**src/rtl/risc_defs.sv**
```systemverilog
// Shared encodings for the RISC controller: instruction opcode/op fields,
// ALU and shifter codes, and the control FSM state encoding.
package risc_defs;

  localparam logic [2:0] OPC_MOV = 3'b110;
  localparam logic [2:0] OPC_ALU = 3'b101;

  localparam logic [1:0] OP_MOV_IMM = 2'b10;
  localparam logic [1:0] OP_MOV_REG = 2'b00;
  localparam logic [1:0] OP_ADD     = 2'b00;
  localparam logic [1:0] OP_CMP     = 2'b01;
  localparam logic [1:0] OP_AND     = 2'b10;
  localparam logic [1:0] OP_MVN     = 2'b11;

  localparam logic [1:0] ALU_ADD  = 2'b00;
  localparam logic [1:0] SH_NONE  = 2'b00;

  typedef enum logic [2:0] {
    S_WAIT   = 3'd0,
    S_DECODE = 3'd1,
    S_GET_A  = 3'd2,
    S_GET_B  = 3'd3,
    S_ALU    = 3'd4,
    S_WR_REG = 3'd5,
    S_WR_IMM = 3'd6
  } state_t;

  typedef struct packed {
    logic [2:0] opcode;
    logic [1:0] op;
    logic [2:0] rn;
    logic [2:0] rd;
    logic [1:0] sh;
    logic [2:0] rm;
  } ir_fields_t;

endpackage

```
**src/rtl/risc_decoder.sv**
```systemverilog
// Combinational IR field extraction and sign extension of the two immediates.
module risc_decoder
  import risc_defs::*;
#(
  parameter int WIDTH = 16
) (
  input  logic [15:0]      ir,
  output ir_fields_t       fields,
  output logic [WIDTH-1:0] sximm5,
  output logic [WIDTH-1:0] sximm8
);

  assign fields = '{opcode: ir[15:13], op: ir[12:11], rn: ir[10:8],
                    rd: ir[7:5], sh: ir[4:3], rm: ir[2:0]};
  assign sximm5 = {{(WIDTH-5){ir[4]}}, ir[4:0]};
  assign sximm8 = {{(WIDTH-8){ir[7]}}, ir[7:0]};

endmodule

```
**src/rtl/risc_controller.sv**
```systemverilog
// Instruction register plus control FSM that sequences the datapath strobes
// for MOV imm, MOV reg, ADD, CMP, AND and MVN.
module risc_controller
  import risc_defs::*;
#(
  parameter int WIDTH = 16
) (
  input  logic             clk,
  input  logic             reset,
  input  logic [15:0]      in,
  input  logic             load,
  input  logic             s,
  output logic             w,
  output logic [2:0]       readnum,
  output logic [2:0]       writenum,
  output logic             write,
  output logic             loada,
  output logic             loadb,
  output logic             loadc,
  output logic             loads,
  output logic             asel,
  output logic             bsel,
  output logic             vsel,
  output logic [1:0]       shift,
  output logic [1:0]       ALUop,
  output logic [WIDTH-1:0] sximm5,
  output logic [WIDTH-1:0] sximm8
);

  state_t      state;
  logic [15:0] ir;
  ir_fields_t  f;

  risc_decoder #(.WIDTH(WIDTH)) u_dec (
    .ir     (ir),
    .fields (f),
    .sximm5 (sximm5),
    .sximm8 (sximm8)
  );

  logic is_mov_imm, is_mov_reg, is_add, is_cmp, is_and, is_mvn;
  assign is_mov_imm = (f.opcode == OPC_MOV) && (f.op == OP_MOV_IMM);
  assign is_mov_reg = (f.opcode == OPC_MOV) && (f.op == OP_MOV_REG);
  assign is_add     = (f.opcode == OPC_ALU) && (f.op == OP_ADD);
  assign is_cmp     = (f.opcode == OPC_ALU) && (f.op == OP_CMP);
  assign is_and     = (f.opcode == OPC_ALU) && (f.op == OP_AND);
  assign is_mvn     = (f.opcode == OPC_ALU) && (f.op == OP_MVN);

  // IR only accepts new words while idle, so a mid-instruction load is dropped.
  always_ff @(posedge clk) begin
    if (reset) begin
      state <= S_WAIT;
      ir    <= '0;
    end else begin
      case (state)
        S_WAIT: begin
          if (load) ir <= in;
          if (s) state <= S_DECODE;
        end
        S_DECODE: begin
          if (is_mov_imm)                    state <= S_WR_IMM;
          else if (is_mov_reg || is_mvn)     state <= S_GET_B;
          else if (is_add || is_and || is_cmp) state <= S_GET_A;
          else                               state <= S_WAIT;
        end
        S_GET_A:  state <= S_GET_B;
        S_GET_B:  state <= S_ALU;
        S_ALU:    state <= is_cmp ? S_WAIT : S_WR_REG;
        default:  state <= S_WAIT;
      endcase
    end
  end

  assign w    = (state == S_WAIT);
  assign bsel = 1'b0;

  always_comb begin
    readnum  = '0;
    writenum = '0;
    write    = 1'b0;
    loada    = 1'b0;
    loadb    = 1'b0;
    loadc    = 1'b0;
    loads    = 1'b0;
    asel     = 1'b0;
    vsel     = 1'b0;
    shift    = SH_NONE;
    ALUop    = ALU_ADD;
    case (state)
      S_GET_A: begin
        readnum = f.rn;
        loada   = 1'b1;
      end
      S_GET_B: begin
        readnum = f.rm;
        loadb   = 1'b1;
      end
      S_ALU: begin
        shift = f.sh;
        ALUop = is_mov_reg ? ALU_ADD : f.op;
        asel  = is_mov_reg || is_mvn;
        loadc = !is_cmp;
        loads = is_cmp;
      end
      S_WR_REG: begin
        writenum = f.rd;
        write    = 1'b1;
      end
      S_WR_IMM: begin
        writenum = f.rn;
        vsel     = 1'b1;
        write    = 1'b1;
      end
      default: ;
    endcase
  end

endmodule
```
**config.mk**
```make
export PLATFORM = sky130hd
export DESIGN_NAME = risc_controller
export DESIGN_NICKNAME = d
export VERILOG_FILES = /design/src/rtl/risc_defs.sv /design/src/rtl/risc_decoder.sv /design/src/rtl/risc_controller.sv
export SDC_FILE = /design/constraint.sdc
export NUM_CORES = 1
export LEC_CHECK = 0
export ABC_AREA = 1
export CORE_ASPECT_RATIO = 2
export CORE_UTILIZATION = 36
export CTS_CLUSTER_SIZE = 20
export DETAILED_ROUTE_END_ITERATION = 8
export PLACE_DENSITY = 0.81
export SLEW_MARGIN = 5
export SYNTH_ARGS = -nofsm -noshare
export SYNTH_HDL_FRONTEND = slang
export SYNTH_HIERARCHICAL = 1
export SYNTH_SLANG_ARGS = --single-unit
```
**constraint.sdc**
```tcl
create_clock -name clk -period 1 [get_ports clk]
set_input_delay 0.2 -clock clk [delete_from_list [all_inputs] [get_ports clk]]
set_output_delay 0.2 -clock clk [all_outputs]
set_load 0.01 [all_outputs]
```
==> metrics <==
H-tree lvl count 1; CP Class reg2out; Remaining DRCs 0; die height between 80 and 90 um; first-pass GRT wire length 6.658 mm; Critical Path AT 1.27 ns; setup TNS -15.65 ns; synth cell count leaders buf_4 (50), nand2_1 (34), a21oi_1 (21), inv_1 (20), nand3_1 (20); Leak Pwr approximately 1.2 nW; crit share post-route 147.4%; initial antenna violation count 0; count leader, synth buf_4; io pins 71; Clk Latency, worst-skew pair 0.26 ns; Async SR Flop Fraction 0%; Hold Slack between 0.4 and 0.5 ns; Synth Net Count 218; area leader, netlist dfxtp_1; Max Fclk between 600 and 700 MHz; Bufs on Longest Clock Path 2; PwrDens 906.1 mW/mm2; max_cap viols 0; ys flop type dfxtp_1; CP required roughly 0.80 ns; clk sinks 19; num rows 31; GRT Util Overall 23.23%; dpl ws -0.6484 ns; Root Buffer clkbuf_8; total gr overflow 0; dpl cell area around 0.0020 mm2; RSZ-0062 raised after global routing yes; Syn Inst Count 198; Tot Pwr approximately 2.3 mW; Initial Util 37.67%; CTS tree built; share of cells above drive strength 1 a little under two thirds; Hold Fails Final Rpt 0; ANT cells 0; Finish-stage setup viols 67; total core area 0.003607 mm2; Slew Viols, Final 0; Yosys cell types 17; Post-synth EDFFs 0; P&R area growth vs syn 84.71%; vias per cell about 4.8; CTS Buf Count 3; DR iter-0 viols 52; drt first pass iters 4; Avg Cell Area, Syn 6.863 um2; gpl congestion 0.7708; fin worst setup slack -0.4739 ns; status finished, violations left; DIE WIDTH 45.44 um; DIE AREA 0.004039 mm2; sequential fraction of the synthesis area 27.99%; Port Buffers 69; post-route minimum period about 1.5 ns; clk_skew just under 0.003 ns; Layout Utilization 69.58%; Final nets 293; Critical Path Source Type register; via count 1534; dpl cells about 290; synthesized area 0.001359 mm2; failing checks setup timing; Finished Layout Cells 321; antenna viol nets, final 0; area share of the largest cell type after synthesis 27.99%; final instance area about 0.0025 mm2; Peak VDD IR 0.0009620 V; DR WL/cell around 14 um; vias in the first global route roughly 1400; HPWL Detailed 2.726 mm; Critical Path End Type primary output; Clock transition at path regs 0.07 ns; Yosys reg bits 19; hold crit path type reg2reg; Post-CTS Hold Buffers 0; Ys Warns 6; largest net degree at the start of global routing 12; Crit Path Max Fanout 4; drt total wl roughly 4.6 mm; largest cells by area after synthesis dfxtp_1 (28%), buf_4 (28%), nand2_1 (9.4%)
[final cells by class]
cell class	count	area [um2]
multi-input combinational	102	666.9
tap	49	61.31
sequential	19	412.9
clock inverter	1	5.005
inverter	22	87.58
timing repair buffer	125	1235
clock buffer	3	41.29
fill	253	1097
[logic make-up (layout without fill, tap and decap cells)]
| kind of cell | after synthesis | after routing | share of synthesized area (%) |
|---|---|---|---|
| AND/OR/NAND/NOR | 72 | 73 | 24.49 |
| flip-flops | 19 | 19 | 27.99 |
| AO/OA/AOI/OAI | 28 | 28 | 10.59 |
| buffers and inverters | 78 | 151 | 36.65 |
| other | 1 | 1 | 0.2760 |
[cell usage in the layout, fill, tap and decap left out, drive strengths merged]
master	n
dlygate4sd2	1
o21ai	4
nand3	20
buf	103
dfxtp	19
clkbuf	3
clkinv	1
nand2	37
nor2	15
clkdlybuf4s50	18
conb	1
clkdlybuf4s15	3
inv	22
a21oi	21
nor3	1
o22ai	3
[critical path: stages (launching register included)]
cell and delay [ns]:
dfxtp_4 0.37, inv_4 0.07, nand3_2 0.14, buf_4 0.18, inv_1 0.04, clkdlybuf4s15_2 0.21
[registers in the layout, summed over array words and instances, names as in the netlist]
register and cells:
ir 16, state 3
[per-layer routing]
metal	global-route usage (%)	routed length (um)	up-vias
met5	0	0	-
met4	12.12	97	0
met3	2.245	266	7
met2	45.19	2764	78
met1	22.01	1517	725
li1	-	-	724
[timing repair]
action / in CTS / in global routing
pin swaps: 19 / 12
cloned: 3 / 0
resized for setup: 293 / 27
setup buffers: 22 / 8
setup endpoints to repair: 69 / 67
[worst paths after layout]
path | slack [ns] | end | cells past startpoint | start
setup / recovery | -0.47 | vsel | 5 | state[0]
hold / removal | 0.47 | ir[10] | 2 | ir[10]
setup reg to reg | -0.32 | ir[4] | 8 | state[1]
hold reg to reg | 0.47 | ir[10] | 2 | ir[10]
[power by group]
group / switching, mW / internal [mW]
registers: 0.0467 / 0.804
clock network: 0.259 / 0.278
logic: 0.371 / 0.516
total: 0.676 / 1.60
No activity file was read; power rests on OpenSTA's default activity.
